<file path="src/rtl/serial_adder_pkg.sv">
// Shared types for the bit-serial adder: FSM state encoding and default operand width.
package serial_adder_pkg;

   localparam int DEFAULT_WIDTH = 8;

   typedef enum logic [1:0] {
      IDLE  = 2'd0,
      SHIFT = 2'd1,
      HOLD  = 2'd2
   } state_t;

endpackage

</file>
<file path="src/rtl/fa_bit.sv">
// Single-bit full adder cell; the only arithmetic element of the serial adder.
module fa_bit (
   input  logic a,
   input  logic b,
   input  logic ci,
   output logic s,
   output logic co
);

   assign s  = a ^ b ^ ci;
   assign co = (a & b) | (ci & (a ^ b));

endmodule

</file>
<file path="src/rtl/serial_adder.sv">
// Bit-serial adder: one sum bit per cycle, LSB first, with a valid/ready handshake on both sides.
// Optional signed-overflow output enabled by SERIAL_ADDER_OVF_EN.
module serial_adder
   import serial_adder_pkg::*;
#(
   parameter int WIDTH = DEFAULT_WIDTH
) (
   input  logic             clk,
   input  logic             rst_n,
   input  logic             in_valid,
   output logic             in_ready,
   input  logic [WIDTH-1:0] a,
   input  logic [WIDTH-1:0] b,
   input  logic             cin,
   output logic             out_valid,
   input  logic             out_ready,
   output logic [WIDTH-1:0] sum,
   output logic             cout
`ifdef SERIAL_ADDER_OVF_EN
   ,
   output logic             ovf
`endif
);

   localparam int CNT_W = $clog2(WIDTH);
   localparam logic [CNT_W-1:0] CNT_LAST = CNT_W'(WIDTH - 1);

   state_t           state_r;
   state_t           state_s;
   logic             in_ready_r;
   logic             out_valid_r;
   logic [WIDTH-1:0] a_sh_r;
   logic [WIDTH-1:0] b_sh_r;
   logic [WIDTH-1:0] sum_r;
   logic             carry_r;
   logic [CNT_W-1:0] cnt_r;
   logic             accept_s;
   logic             last_bit_s;
   logic             fa_sum_s;
   logic             fa_carry_s;

   assign accept_s   = (state_r == IDLE) && in_valid;
   assign last_bit_s = (cnt_r == CNT_LAST);

   fa_bit u_fa (
      .a  (a_sh_r[0]),
      .b  (b_sh_r[0]),
      .ci (carry_r),
      .s  (fa_sum_s),
      .co (fa_carry_s)
   );

   // Next-state logic: accept in IDLE, WIDTH shift cycles, wait for consumer in HOLD.
   always_comb begin
      state_s = state_r;
      case (state_r)
         IDLE: begin
            if (in_valid) begin
               state_s = SHIFT;
            end else begin
               state_s = IDLE;
            end
         end
         SHIFT: begin
            if (last_bit_s) begin
               state_s = HOLD;
            end else begin
               state_s = SHIFT;
            end
         end
         HOLD: begin
            if (out_ready) begin
               state_s = IDLE;
            end else begin
               state_s = HOLD;
            end
         end
         default: begin
            state_s = IDLE;
         end
      endcase
   end

   // State register; handshake flags are decoded from the next state so they leave as flops.
   always_ff @(posedge clk) begin
      if (!rst_n) begin
         state_r     <= IDLE;
         in_ready_r  <= 1'b1;
         out_valid_r <= 1'b0;
      end else begin
         state_r     <= state_s;
         in_ready_r  <= (state_s == IDLE);
         out_valid_r <= (state_s == HOLD);
      end
   end

   // Operand shifters, sum shifter, carry flop and bit counter.
   always_ff @(posedge clk) begin
      if (!rst_n) begin
         a_sh_r  <= {WIDTH{1'b0}};
         b_sh_r  <= {WIDTH{1'b0}};
         sum_r   <= {WIDTH{1'b0}};
         carry_r <= 1'b0;
         cnt_r   <= {CNT_W{1'b0}};
      end else if (accept_s) begin
         a_sh_r  <= a;
         b_sh_r  <= b;
         carry_r <= cin;
         cnt_r   <= {CNT_W{1'b0}};
      end else if (state_r == SHIFT) begin
         // Sum enters at the MSB so bit 0 reaches position 0 after WIDTH shifts.
         a_sh_r  <= {1'b0, a_sh_r[WIDTH-1:1]};
         b_sh_r  <= {1'b0, b_sh_r[WIDTH-1:1]};
         sum_r   <= {fa_sum_s, sum_r[WIDTH-1:1]};
         carry_r <= fa_carry_s;
         if (!last_bit_s) begin
            cnt_r <= cnt_r + CNT_W'(1);
         end
      end
   end

`ifdef SERIAL_ADDER_OVF_EN
   logic ovf_r;

   // Signed overflow: carry into the MSB differs from carry out of it.
   always_ff @(posedge clk) begin
      if (!rst_n) begin
         ovf_r <= 1'b0;
      end else if ((state_r == SHIFT) && last_bit_s) begin
         ovf_r <= carry_r ^ fa_carry_s;
      end
   end

   assign ovf = ovf_r;
`endif

   assign in_ready  = in_ready_r;
   assign out_valid = out_valid_r;
   assign sum       = sum_r;
   assign cout      = carry_r;

endmodule

</file>
<file path="config.mk">
export PLATFORM = sky130hd
export DESIGN_NAME = serial_adder
export DESIGN_NICKNAME = d
export VERILOG_FILES = /design/src/rtl/serial_adder_pkg.sv /design/src/rtl/fa_bit.sv /design/src/rtl/serial_adder.sv
export SDC_FILE = /design/constraint.sdc
export NUM_CORES = 1
export LEC_CHECK = 0
export ABC_AREA = 1
export CORE_MARGIN = 2
export CORE_UTILIZATION = 45
export DETAILED_ROUTE_END_ITERATION = 10
export PLACE_DENSITY = 0.81
export SYNTH_ARGS = -nofsm -noshare
export SYNTH_HDL_FRONTEND = slang
export SYNTH_SLANG_ARGS = --single-unit
</file>
<file path="constraint.sdc">
create_clock -name clk -period 1.2 [get_ports clk]
set_input_delay 0.36 -clock clk [delete_from_list [all_inputs] [get_ports clk]]
set_output_delay 0.36 -clock clk [all_outputs]
set_load 0.01 [all_outputs]
</file>
==> results of run 1 <==
[layer usage]
layer / share of wire, % / GRT usage [%]
met2: 48 / 35.1
met1: 44 / 22.8
met5: 0 / 0
met4: 2.2 / 7.45
met3: 5.4 / 6.51
[cell usage in the layout, fill, tap and decap left out, types with 2 or more instances in the layout]
master	Yosys	final
buf_6	1	3
o21ai_0	9	7
buf_4	3	16
a21oi_1	17	15
inv_1	21	20
buf_12	0	2
clkbuf_4	0	5
nor2_1	27	26
clkbuf_1	2	2
nand3_1	26	25
buf_2	4	12
dfxtp_1	32	19
o21ai_1	1	2
clkdlybuf4s50_1	0	19
a21oi_2	0	2
nand2_1	58	57
nor2_4	1	3
nand2_4	0	2
dfxtp_2	0	13
[logic make-up after synthesis]
family                     synth area share (%)
AOI/OAI and AO/OA                          10.3
adders and majority gates                  3.05
DFF                                        43.4
buffers and inverters                      10.3
and+or+nand+nor                            33.0
[cell type report]
class,count,area (µm²),share of cell area (%)
Multi-Input combinational cell,147,739,35.3
Sequential cell,32,657,31.4
Timing Repair Buffer,55,497,23.7
Inverter,22,85.1,4.07
Clock buffer,8,58.8,2.81
Tap cell,44,55.1,2.63
[sequential cells by signal, summed over array words and instances, names as in the netlist]
| name | cells |
|---|---|
| state_r | 2 |
| b_sh_r | 8 |
| out_valid | 1 |
| cout | 1 |
| sum | 8 |
| cnt_r | 3 |
| in_ready | 1 |
| a_sh_r | 8 |
[Yosys cell counts (all sizes together)]
master,n
inv,22
clkbuf,2
dfxtp,32
nor2,29
buf,10
a21oi,17
fa,1
nand3,26
nand2,60
o21ai,11
ha,2
nand3b,1
[worst reg2reg max path, stage by stage, from the launching register on]
cell	delay (ns)
dfxtp_2	0.33
buf_6	0.11
fa_2	0.52
o21ai_1	0.07
nor2_1	0.09
[where the power goes]
group | internal [mW] | leakage, nW | switching (mW)
combinational | 0.270 | 0.705 | 0.264
clock | 0.289 | 0.0326 | 0.340
sequential | 1.14 | 0.268 | 0.0413
total | 1.70 | 1.00 | 0.644
[worst paths after layout]
path / from / end / slack (ns) / depth (start not counted)
worst max register to register: cout$_SDFFE_PN0P_ / sum[7]$_SDFFE_PN0P_ / 0.02 / 4
worst min-delay path: a_sh_r[3]$_SDFFE_PN0P_ / a_sh_r[3]$_SDFFE_PN0P_ / 0.47 / 2
worst max-delay path: cout$_SDFFE_PN0P_ / sum[7]$_SDFFE_PN0P_ / 0.02 / 4
worst min register to register: a_sh_r[3]$_SDFFE_PN0P_ / a_sh_r[3]$_SDFFE_PN0P_ / 0.47 / 2
[timing repair]
item,in CTS,in global routing
gates resized for setup,59,21
pin swaps,2,7
buffers inserted,0,5
hold buffers,0,0
setup endpoints to repair,19,30
cloned,0,1
[stage by stage]
stage                     instances  power [mW]  setup TNS (ns)  instance area [µm²]  hold slack (ns)
after global routing            308        2.49          -0.284                 2090            0.498
final                           308        2.35               0                 2090            0.471
after CTS                       302        2.30         -0.0127                 1960            0.470
after floorplan                 213        1.46               0                 1480            0.444
after detailed placement        294        1.69           -7.21                 1930            0.457
after global placement          294        1.68           -6.57                 1930            0.453
==> impl_metrics.py, run 1 <==
metrics = {
    "floorplanning": {
        "core_um2": 3080,
        "ioPinCount": 32,
        "die_area_um2": 3750,
        "fp.dieH_um": 61.3,
        "rows": 20,
        "start_util_pct": 47.9,
        "die_x_um": 61.3,
    },
    "timing": {
        "setup_viol": 0,
        "max-slew-margin-rel_pct": 82.3,
        "finalCritPeriodShare_pct": 98.7,
        "worst_slack_ns": 0.0158,
        "grt_setup_unrepaired": "true",
        "fmaxAchievable_mhz": 844,
        "fin_crit_ns": 1.18,
        "skew_ns": 0.00590,
        "worst_slew_pin_slew_ns": 0.265,
        "hold_viol": 0,
        "drv_slew": 0,
    },
    "synth": {
        "synth.distinct_cells": 21,
        "synth_top_area_share_pct": 43.4,
        "synth.cell_area_um2": 1480,
        "ys_ff_latch": 32,
        "syn-mean-instance-area_um2": 6.93,
        "seq_area_frac_synth_pct": 43.4,
        "synth_nets": 237,
        "synth_warnings": 0,
        "yosysTopAreaCell": "dfxtp_1",
        "yosys-top-cells-area": "dfxtp_1, nand2_1, nand3_1",
        "synthCells": 213,
    },
    "setup_path": {
        "path_delay_family": "adder cells",
        "cp.arrival_ns": 1.45,
        "criticalPathCategory": "register to register",
        "crit_chain": "buf_6, fa_2, o21ai_1, nor2_1",
        "slowest_stage": "fa_2",
        "end_kind": "register",
        "crit_path_max_fanout": 2,
        "crit_required_ns": 1.47,
        "max_stage_delay_ns": 0.52,
        "startpoint_type": "register",
        "path_buf_inv": 1,
    },
    "worst_hold_path": {
        "hold_path_class": "register to register",
    },
    "drt": {
        "wl_per_cell_um": 11.2,
        "drt_iter0_markers": 36,
        "drtAntennaViolNets": 0,
        "via_per_inst": 4.79,
        "vias": 1476,
        "drc": 0,
        "routed_wl_um": 3450,
        "dr.pass1.iters": 4,
    },
    "clocking": {
        "cts.path.max_buffers": 2,
        "cts-buffers-inserted": 5,
        "cts_sinks": 32,
        "cts_tree": "built",
        "cts_root_buf": "clkbuf_4",
        "path_clk_slew_ns": 0.09,
        "h-tree-depth": 2,
        "clkLatencyLatePin_ns": 0.33,
    },
    "cells_and_area": {
        "area_growth_pct": 41.8,
        "layout-drive-gt1-share_pct": 26.1,
        "antennaDiodeCount": 0,
        "fill_cells": 262,
        "nets": 287,
        "fin_util_pct": 68.0,
    },
    "power_and_ir_drop": {
        "p_per_area_nw_per_um2": 1120,
        "p_leak_nw": 1.00,
        "vdd_drop_max_mv": 0.773,
    },
    "global_routing": {
        "grt_max_degree": 21,
        "grt_pass1_vias": 1369,
        "grt_use_total_pct": 20.1,
        "grt_pass1_wl_um": 5640,
        "antenna_found_initial": 0,
        "gr-total-overflow": 0,
    },
    "place": {
        "dp_hpwl_um": 2220,
        "io_buffer_count": 31,
        "pre_cts_slack_ns": -0.320,
        "place_congestion": 0.796,
    },
    "run_status": {
        "status": "finished, final reports clean",
    },
    "run": {
        "maxCapViolations": 0,
    },
}
(Power assumes the default switching activity.)
==> run 2: changes to the inputs <==
--- a/config.mk
+++ b/config.mk
@@ -5,9 +5,9 @@
 export SDC_FILE = /design/constraint.sdc
 export NUM_CORES = 1
 export LEC_CHECK = 0
-export ABC_AREA = 1
 export CORE_MARGIN = 2
-export CORE_UTILIZATION = 45
+export CORE_UTILIZATION = 44
+export CTS_CLUSTER_SIZE = 10
 export DETAILED_ROUTE_END_ITERATION = 10
 export PLACE_DENSITY = 0.81
 export SYNTH_ARGS = -nofsm -noshare
==> run 2 against run 1 <==
The run now ends with setup timing left. Wire length rose by 3.3%. Register-to-register slack got worse by 0.06 ns. Clock-buffer cell count fell by 3. Global-route usage fell by 0.45 points. Utilization rose by 2.7 points. Synthesized cell count fell by 26%. Critical path depth rose by 1. Critical path type unchanged. Sequential cell count did not move. Worst setup slack got worse by 0.061 ns. Combinational power fell by 9.2%. Critical endpoint is now cnt_r[2]$_SDFFE_PP0P_.
==> impl_metrics.py, run 2 <==
metrics = {
    "floorplanning": {
        "die_x_um": 59.8,
        "die_area_um2": 3580,
        "fp.dieH_um": 59.8,
        "rows": 20,
        "core_um2": 3000,
        "ioPinCount": 32,
        "start_util_pct": 45.6,
    },
    "power_and_ir_drop": {
        "comb_power_share_pct": 21.4,
        "power_frac_clock_pct": 26.8,
        "p_leak_nw": 0.843,
        "p_switching_mw": 0.645,
        "p_int_mw": 1.62,
        "p_per_area_nw_per_um2": 1070,
        "pwr-share-seq_pct": 51.8,
        "vdd_drop_max_mv": 0.927,
        "swShare_pct": 28.5,
    },
    "drt": {
        "drc": 0,
        "via_per_inst": 5.43,
        "drt_iter0_markers": 57,
        "drtAntennaViolNets": 0,
        "dr.pass1.iters": 4,
        "routed_wl_um": 3570,
        "wl_per_cell_um": 14.3,
        "vias": 1351,
    },
    "timing": {
        "setup_viol": 13,
        "drv_slew": 0,
        "finalSetupTns_ns": -0.262,
        "worst_slew_pin_slew_ns": 0.359,
        "worst_slack_ns": -0.0455,
        "finalCritPeriodShare_pct": 104,
        "fin_crit_ns": 1.25,
        "skew_ns": 0.0161,
        "fmaxAchievable_mhz": 803,
        "max-slew-margin-rel_pct": 76.0,
        "hold_viol": 0,
        "grt_setup_unrepaired": "true",
    },
    "cells_and_area": {
        "final_cell_mix": "nand2_1, buf_4, clkdlybuf4s50_1",
        "postLayoutCellArea_um2": 2120,
        "layout-drive-gt1-share_pct": 44.0,
        "final_common_cell": "nand2_1",
        "area_growth_pct": 54.8,
        "nets": 239,
        "antennaDiodeCount": 0,
        "fill_cells": 236,
    },
    "place": {
        "place_congestion": 0.740,
        "io_buffer_count": 31,
        "dpl_cell_area_um2": 1850,
        "dp_hpwl_um": 2200,
    },
    "synth": {
        "ys_ff_latch": 32,
        "synthCells": 158,
        "synth_edf_count": 0,
        "yosys_most_used_dff": "dfxtp_1",
        "synth_nets": 182,
        "yosys-top-cells-area": "dfxtp_1, a21oi_1, nand2_1",
        "async_flop_share_pct": 0,
        "synth_warnings": 0,
        "synth_common_cells": "dfxtp_1, nand2_1, a21oi_1, a21boi_1, o21ai_1",
        "yosysTopAreaCell": "dfxtp_1",
        "synth.distinct_cells": 28,
        "synth.cell_area_um2": 1370,
        "synth_top_area_share_pct": 46.8,
        "syn-mean-instance-area_um2": 8.67,
        "seq_area_frac_synth_pct": 46.8,
    },
    "setup_path": {
        "ff2ff_path_depth": 5,
        "criticalPathCategory": "register to register",
        "end_kind": "register",
        "rrSetupSlack_ns": -0.05,
        "startpoint_type": "register",
        "crit_required_ns": 1.44,
        "crit_path_max_fanout": 3,
        "cp.arrival_ns": 1.48,
    },
    "global_routing": {
        "grt_pass1_vias": 1239,
        "grt_pass1_wl_um": 5260,
        "antenna_found_initial": 0,
        "grt_use_total_pct": 19.7,
        "gr-total-overflow": 0,
        "grt_max_degree": 31,
    },
    "clocking": {
        "path_clk_slew_ns": 0.10,
        "cts_root_buf": "clkbuf_4",
        "cts-buffers-inserted": 5,
        "h-tree-depth": 2,
        "cts_tree": "built",
        "cts_sinks": 32,
        "hold_buffers": 0,
        "clkLatencyLatePin_ns": 0.34,
        "cts.path.max_buffers": 2,
    },
    "run_status": {
        "failed_checks": "setup timing",
        "status": "finished, violations left",
    },
    "run": {
        "maxCapViolations": 0,
    },
    "worst_hold_path": {
        "hold_path_class": "register to register",
        "worstHoldPathCells": 2,
    },
}
==> run 2: what timing repair did <==
| action | CTS | global route |
|---|---|---|
| setup buffers | 3 | 5 |
| endpoints found under the setup margin | 31 | 33 |
| endpoints found under the hold margin | 0 | 0 |
| pin swaps | 7 | 12 |
| gates resized for setup | 72 | 28 |
| gates cloned | 2 | 0 |
==> run 2: worst paths after layout <==
path                          start                endpoint
min          a_sh_r[5]$_SDFFE_PN0P_  a_sh_r[4]$_SDFFE_PN0P_
max           cnt_r[0]$_SDFFE_PP0P_   cnt_r[2]$_SDFFE_PP0P_
min reg2reg  a_sh_r[5]$_SDFFE_PN0P_  a_sh_r[4]$_SDFFE_PN0P_
max reg2reg   cnt_r[0]$_SDFFE_PP0P_   cnt_r[2]$_SDFFE_PP0P_
==> run 2: worst max-delay path, stage by stage (launching register included) <==
cell and delay (ns):
dfxtp_2 0.35, ha_4 0.16, ha_4 0.16, buf_4 0.13, o21ai_0 0.25, a21oi_2 0.09
==> run 2: area by class of cell <==
cell class / instances / area, µm² / area share, %
clock buffers: 5 / 37.5 / 1.77
multi-input cells: 116 / 790 / 37.2
repair buffers: 60 / 568 / 26.8
clock inverters: 3 / 18.8 / 0.885
flip-flops and latches: 32 / 666 / 31.4
well taps: 33 / 41.3 / 1.95
==> run 2: power groups by stage <==
stage / combinational (mW) / sequential [mW] / clock (mW)
global placement: 0.377 / 1.18 / 0
finish: 0.484 / 1.17 / 0.607
detailed placement: 0.391 / 1.19 / 0
global route: 0.522 / 1.18 / 0.671
CTS: 0.429 / 1.17 / 0.621
floorplan: 0.213 / 1.19 / 0
==> run 2: stage by stage <==
stage | setup WS, ns | util (%) | total power [mW] | instances | hold WS [ns]
floorplan | -0.0180 | - | 1.40 | 158 | 0.429
global placement | -0.459 | 61.6 | 1.56 | 231 | 0.437
detailed placement | -0.503 | 61.6 | 1.58 | 231 | 0.444
CTS | -0.0281 | 66.0 | 2.22 | 244 | 0.460
global route | -0.105 | 70.6 | 2.37 | 249 | 0.500
finish | -0.0455 | 70.6 | 2.26 | 249 | 0.460
==> run 2: routing by layer <==
metal | global-route usage, % | routed length, µm
met1 | 23.0 | 1530
met3 | 6.28 | 195
met2 | 34.6 | 1800
met5 | 0 | 0
met4 | 4.76 | 36
==> run 2: logic make-up after synthesis <==
| family | count (synthesis) | share of synthesized area, % |
|---|---|---|
| xor+xnor | 1 | 0.639 |
| simple gates | 52 | 18.4 |
| buf+inv | 11 | 4.57 |
| compound gates | 59 | 26.3 |
| flops | 32 | 46.8 |
| fa+ha+maj | 3 | 3.29 |
==> run 3: changes to the inputs <==
--- a/config.mk
+++ b/config.mk
@@ -5,6 +5,7 @@
 export SDC_FILE = /design/constraint.sdc
 export NUM_CORES = 1
 export LEC_CHECK = 0
+export CORE_ASPECT_RATIO = 1.2
 export CORE_MARGIN = 2
 export CORE_UTILIZATION = 44
 export CTS_CLUSTER_SIZE = 10
==> run 3 against run 2 <==
The flow still finishes with violations (setup timing). Clock power is 4.8% higher. Sequential cell count stayed put. Total power is 1.7% lower. Die area hardly changed. Combinational power is 14% lower. Clock skew is 0.011 ns lower. Non-clock buffer count is 1 lower. Hold slack better by 0.0025 ns. Critical path type unchanged. Largest power group unchanged. Highest routed layer unchanged.
==> impl_metrics.py, run 3 (same netlist as run 2, synthesis figures left out) <==
metrics = {
    "drt": {
        "drc": 0,
        "vias": 1327,
        "wl_per_cell_um": 13.6,
        "dr.pass1.iters": 4,
        "routed_wl_um": 3400,
        "drtAntennaViolNets": 0,
        "via_per_inst": 5.31,
        "drt_iter0_markers": 20,
    },
    "floorplanning": {
        "die_area_um2": 3580,
        "rows": 22,
        "die_x_um": 54.9,
        "ioPinCount": 32,
        "core_um2": 3030,
        "fp.dieH_um": 65.1,
        "start_util_pct": 45.2,
    },
    "global_routing": {
        "grt_pass1_wl_um": 5510,
        "antenna_found_initial": 0,
        "grt_use_total_pct": 21.4,
        "grt_pass1_vias": 1323,
        "grt_max_degree": 31,
        "gr-total-overflow": 0,
    },
    "timing": {
        "finalSetupTns_ns": -0.0635,
        "fin_crit_ns": 1.22,
        "hold_viol": 0,
        "worst_slack_ns": -0.0217,
        "skew_ns": 0.00504,
        "finalCritPeriodShare_pct": 102,
        "fmaxAchievable_mhz": 819,
        "grt_setup_unrepaired": "true",
        "max-slew-margin-rel_pct": 85.1,
        "drv_slew": 0,
        "setup_viol": 4,
        "worst_slew_pin_slew_ns": 0.223,
    },
    "setup_path": {
        "criticalPathCategory": "register to register",
        "cp.arrival_ns": 1.45,
        "end_kind": "register",
        "startpoint_type": "register",
        "crit_required_ns": 1.43,
        "crit_path_max_fanout": 4,
    },
    "clocking": {
        "cts_root_buf": "clkbuf_4",
        "h-tree-depth": 2,
        "hold_buffers": 0,
        "cts_tree": "built",
        "cts-buffers-inserted": 5,
        "path_clk_slew_ns": 0.09,
        "clkLatencyLatePin_ns": 0.33,
        "cts.path.max_buffers": 2,
        "cts_sinks": 32,
    },
    "run": {
        "maxCapViolations": 0,
    },
    "cells_and_area": {
        "layout-drive-gt1-share_pct": 38.8,
        "layout.cells.non_filler": 250,
        "nets": 237,
        "final_common_cell": "nand2_1",
        "antennaDiodeCount": 0,
        "area_growth_pct": 46.9,
        "final_cell_mix": "nand2_1, a21oi_1, buf_4",
    },
    "power_and_ir_drop": {
        "vdd_drop_max_mv": 0.937,
        "p_per_area_nw_per_um2": 1100,
        "p_leak_nw": 0.810,
    },
    "place": {
        "place_congestion": 0.747,
        "io_buffer_count": 31,
        "dp_cells": 233,
        "dp_hpwl_um": 2270,
    },
    "run_status": {
        "status": "finished, violations left",
        "failed_checks": "setup timing",
    },
    "worst_hold_path": {
        "hold_path_class": "register to register",
    },
}
-- run 3: cell count changes in the layout (fill, tap and decap cells not counted), sizes merged --
| cell | previous run | this run |
|---|---|---|
| buf | 40 | 39 |
| clkbuf | 5 | 8 |
| clkinv | 3 | 0 |
| or3b | 2 | 1 |
-- run 3: what timing repair did --
item / CTS / global route
cloned: 1 / 0
setup endpoints to repair: 33 / 22
gates resized for setup: 75 / 11
pin swaps: 13 / 11
setup buffers: 8 / 2
-- run 3: layer usage --
layer / GRT usage [%] / wire (µm)
met1: 21.6 / 1310
met2: 39.6 / 1910
met3: 6.36 / 131
met4: 7.32 / 52
met5: 0 / 0
-- run 3: final timing paths --
check	cells after the start	slack, ns	to	from
max	5	-0.02	cnt_r[0]$_SDFFE_PP0P_	cnt_r[0]$_SDFFE_PP0P_
min	2	0.46	b_sh_r[5]$_SDFFE_PN0P_	b_sh_r[6]$_SDFFE_PN0P_
max reg2reg	5	-0.02	cnt_r[0]$_SDFFE_PP0P_	cnt_r[0]$_SDFFE_PP0P_
min reg2reg	2	0.46	b_sh_r[5]$_SDFFE_PN0P_	b_sh_r[6]$_SDFFE_PN0P_
-- run 3: layout make-up --
| class | count | area [µm²] |
|---|---|---|
| clock buffers | 8 | 58.8 |
| fillers | 253 | 1010 |
| multi-input cells | 115 | 744 |
| flip-flops and latches | 32 | 666 |
| well taps | 36 | 45.0 |
| repair buffers | 59 | 499 |
-- run 3: through the flow --
stage                     worst slack (ns)  hold WS [ns]  power, mW  area [µm²]  util [%]
after global routing               -0.0835         0.493       2.33        2010      66.5
after CTS                          -0.0229         0.460       2.24        2010      66.2
after floorplan                    -0.0180         0.429       1.40        1390         -
after global placement              -0.450         0.434       1.55        1850      61.0
final                              -0.0217         0.462       2.22        2010      66.5
after detailed placement            -0.506         0.446       1.57        1850      61.0
-- run 3: power by group --
group	internal, mW	switching, mW
clock network	0.289	0.347
registers	1.13	0.0448
logic	0.224	0.194
-- run 3: worst max-delay path, stage by stage, from the launching register on --
cell and delay (ns):
dfxtp_2 0.35, ha_4 0.17, ha_4 0.17, nor3b_4 0.23, xnor2_1 0.15, nor2_1 0.06
==> variant 1 (settings of run 3) <==
The 3 states of `state_t` get a one-hot encoding in 3 bits.
--- a/src/rtl/serial_adder_pkg.sv
+++ b/src/rtl/serial_adder_pkg.sv
@@ -3,10 +3,10 @@
 
    localparam int DEFAULT_WIDTH = 8;
 
-   typedef enum logic [1:0] {
-      IDLE  = 2'd0,
-      SHIFT = 2'd1,
-      HOLD  = 2'd2
+   typedef enum logic [2:0] {
+      IDLE  = 3'b001,
+      SHIFT = 3'b010,
+      HOLD  = 3'b100
    } state_t;
 
 endpackage
Function: same outputs for any inputs over 10 cycles, from zero or initial values and one cycle with rst_n low; not proved beyond that.
==> variant 1 against run 3 <==
- the run still ends with setup timing left
- routed wire length grew 6.0%
- area after synthesis increased by 2.0%
- combinational power decreased by 7.2%
- total power up 2.5%
- critical path depth fell by 1
- first-iteration DRC count grew 70%
- cell count decreased by 2.0%
- die area is 1.9% higher
- cell area up 5.2%
- sequential cell count grew 1
- worst setup slack worse by 0.088 ns
- maximum frequency shrank 6.7%
- critical path type unchanged
- largest power group unchanged
- highest routed layer unchanged
==> variant 1: results (changes against run 3) <==
- The number of cells in the design after placement is 234 (+0.43%).
- Worst Tran Pin Value: 0.311 ns (+0.0880 ns)
- The amount of wire on met3 after detailed routing is 206 um (+57%).
- The DRC violation total after the first TritonRoute iteration is 34 (+70%).
- Worst hold start: sum[0]$_SDFFE_PN0P_
- The worst clock skew on the final layout came to 0.00466 ns (-0.000386 ns).
- Count of final setup violators: 25 (+21)
- Critical path origin: state_r[0]$_SDFF_PN1_
- The endpoint identified for the worst register-to-register timing path is cnt_r[1]$_SDFFE_PP0P_.
- Combinational Power Share: 17.0% (-1.8 points)
- Gate Count Post-Synth: 156 (-1.3%)
- The setup slack after placement was -0.337 ns (+0.169 ns).
- The per-cell via count in the routed design came to 5.55 (+4.5%).
- The depth of the worst register-to-register path came to 4 (-1).
* Adder-cell area share of the yosys netlist: 3.22% (-0.065 points)
- Netlist cell types: 31 (+11%)
* Highest-delay cell along the critical path: or3b_4
* Outcome: complete, but fails checks
- Total Routed Length: 3610 um (+6.0%)
* Pwr Total: 2280 uW (+2.5%)
- The post-DP HPWL is 2280 um (+0.56%).
- Final WS setup: -0.110 ns (-0.0879 ns)
* Part of the Yosys area used for sequential elements: 47.3% (+0.51 points)
- The aggregate global-route resource usage came to 21.0% (-0.35 points).
- The worst endpoint data arrival time was 1.54 ns (+0.09 ns).
* Met2 Use GR: 37.6% (-1.9 points)
* Share of final-layout standard cells stronger than drive strength 1: 41.1% (+2.4 points)
- The routed length on met2 came to 1920 um (+0.89%).
* Maximum number of pins on one net before global-route repair: 21 (-32%)
- XOR/XNOR Fraction of Synth Area: 0.627% (-0.013 points)
* Number of resized instances in the post-cts repair step: 74 (-1.3%)
- Failing checks: setup timing
- The maximum fanout count along the critical path is 5 (+1).
- Met3 Resource Use GR: 7.48% (+1.1 points)
* Complex-gate fraction of the synthesized area: 18.9% (-7.4 points)
- Number of vias after detailed routing: 1359 (+2.4%)
- Top post-synthesis cells by count: nand2_1 (38), dfxtp_1 (33), nand3_1 (13)
* Start of the worst register-to-register path: state_r[0]$_SDFF_PN1_
* Part of the power in the clock network: 31.3% (+2.7 points)
==> variant 1: changes by cell type in the layout (fill, tap and decap cells not counted), moves of 4 or more <==
cell      before  now
nor2_1         6    1
o221a_2        4    0
a21oi_2        5    1
o221ai_2       0    8
nand3_1        2   12
nand2_2        1    5
nor2b_1        5    0
a21oi_1       23    9
==> variant 1: per-stage QoR <==
stage	util, %	instance area [um^2]	hold WS (ns)
2_1_floorplan	-	1490	0.443
3_3_place_gp	64.0	1960	0.453
3_5_place_dp	64.0	1960	0.466
4_1_cts	67.8	2070	0.474
5_1_grt	69.3	2120	0.485
6_report	69.3	2120	0.476
==> variant 1: cell type report <==
| class | count | area (um^2) |
|---|---|---|
| Tap cell | 36 | 45.0 |
| Clock inverter | 1 | 5.00 |
| Clock buffer | 7 | 65.1 |
| Fill cell | 238 | 937 |
| Multi-Input combinational cell | 109 | 795 |
| Timing Repair Buffer | 59 | 528 |
| Sequential cell | 33 | 681 |
==> variant 2 (settings of run 3) <==
Made on the original files. The option `SERIAL_ADDER_OVF_EN` is turned on by a define.
--- a/src/rtl/serial_adder.sv
+++ b/src/rtl/serial_adder.sv
@@ -1,5 +1,7 @@
 // Bit-serial adder: one sum bit per cycle, LSB first, with a valid/ready handshake on both sides.
 // Optional signed-overflow output enabled by SERIAL_ADDER_OVF_EN.
+`define SERIAL_ADDER_OVF_EN
+
 module serial_adder
    import serial_adder_pkg::*;
 #(
Behaviour (old outputs only; new: ovf): unchanged (equiv_simple and equiv_induct, registers matched by name and starting in step).
==> variant 2 against run 3 <==
- the run still ends with setup timing left
- synthesized cell count increased by 5.1%
- area after synthesis increased by 9.1%
- cell area increased by 8.5%
- total power increased by 31%
- worst setup slack got worse by 0.016 ns
- sequential cell count increased by 1
- routed wire length increased by 6.7%
- critical path type unchanged
==> variant 2: results (changes against run 3) <==
* Outcome: complete, but fails checks
- Failing checks: setup timing
- The global-route met2 utilization was 36.6% (-2.9 points).
- Non-clock inverter total of the final layout: 2 (+2)
- First-pass GRT wire length: 5820 um (+5.5%)
- Proportion of total power due to net switching: 23.0% (-3.4 points)
- The adder and majority gate portion of the synthesized area is 3.01% (-0.28 points).
- Worst-Skew Late Latency: 0.29 ns (-0.04 ns)
- Met1 Use GR: 20.9% (-0.65 points)
* FFs & Latches: 33 (+3.1%)
* Final WS setup: -0.0382 ns (-0.0164 ns)
- The clock network area share was 6.13% (+3.2 points).
- On the critical path the largest part of the delay comes from simple AND/OR/NAND/NOR gates.
* Total GRT Usage: 20.3% (-1.1 points)
* Endpoint of the worst hold-timing path: sum[0]$_SDFFE_PN0P_
- The post-DP HPWL came to 2530 um (+12%).
- The worst hold path begins at sum[0]$_SDFFE_PN0P_.
* Worst slew margin relative to its limit: 79.2% (-5.9 points)
* Crit path to: cnt_r[1]$_SDFFE_PP0P_
- The met1 layer wirelength in the final routing is 1340 um (+2.1%).
* Clock Pin Slew Worst Setup and Hold Paths: 0.07 ns (-0.02 ns)
- Via count of the first global-routing pass: 1297 (-2.0%)
- The pin count of the biggest net entering global routing came to 19 (-39%).
- By area the synthesized netlist is led by dfxtp_1 (44%), a21oi_1 (9.0%), o221a_1 (7.5%), nor2b_1 (6.7%), nor2_1 (5.0%).
* Count of final setup violators: 4 (unchanged)
- The worst clock skew on the final layout was 0.00713 ns (+0.00209 ns).
* Share of final-layout standard cells stronger than drive strength 1: 36.5% (-2.3 points)
- Clock Tree Root: clkbuf_8
* Sum Neg Setup Slack: -0.126 ns (-0.0624 ns)
* Number of vias after detailed routing: 1404 (+5.8%)
- The total of buffers placed on input and output ports came to 32 (+3.2%).
- The power density relative to cell area is 1330 mW/mm^2 (+20%).
- XOR/XNOR Fraction of Synth Area: 1.17% (+0.53 points)
* Layout multi-input combinational cell count: 117 (+1.7%)
- The routed length on met2 came to 1950 um (+2.1%).
- Total nets after synthesis: 190 (+4.4%)
- Complex-gate fraction of the synthesized area: 23.8% (-2.5 points)
* Comb. pwr: 436 uW (+4%)
- Share of power burned in registers: 41.5% (-11 points)
- Total Routed Length: 3630 um (+6.7%)
- Non-clock buffer contribution to total cell area: 23.8% (-0.97 points)
* Netlist cell types: 27 (-3.6%)
* Met3 Resource Use GR: 5.67% (-0.69 points)
-- variant 2: cell types whose count changed after synthesis, moves of 3 or more --
cell / run 3 / this run
a21boi_1: 9 / 0
nand2_1: 32 / 18
nor2_1: 6 / 20
nor2b_1: 5 / 16
o21a_1: 3 / 0
o21ai_1: 7 / 0
o221a_1: 0 / 10
-- variant 2: stage by stage --
step / util [%] / cells / setup WS (ns)
finish: 66.0 / 259 / -0.0382
global route: 66.0 / 259 / -0.109
CTS: 66.3 / 259 / -0.0297
detailed placement: 60.8 / 249 / -0.576
global placement: 60.8 / 249 / -0.542
floorplan: - / 166 / -0.0111
-- variant 2: timing repair --
| item | in CTS | in global routing |
|---|---|---|
| setup buffers | 2 | 0 |
| pin swaps | 8 | 2 |
| resized for setup | 65 | 9 |
| endpoints found under the hold margin | 0 | 0 |
| setup endpoints to repair | 40 | 22 |
-- variant 2: tightest hold or removal path, cell delays in order, from the launching register on --
cell and delay [ns]:
dfxtp_2 0.32, nand2_1 0.05, a21oi_1 0.06
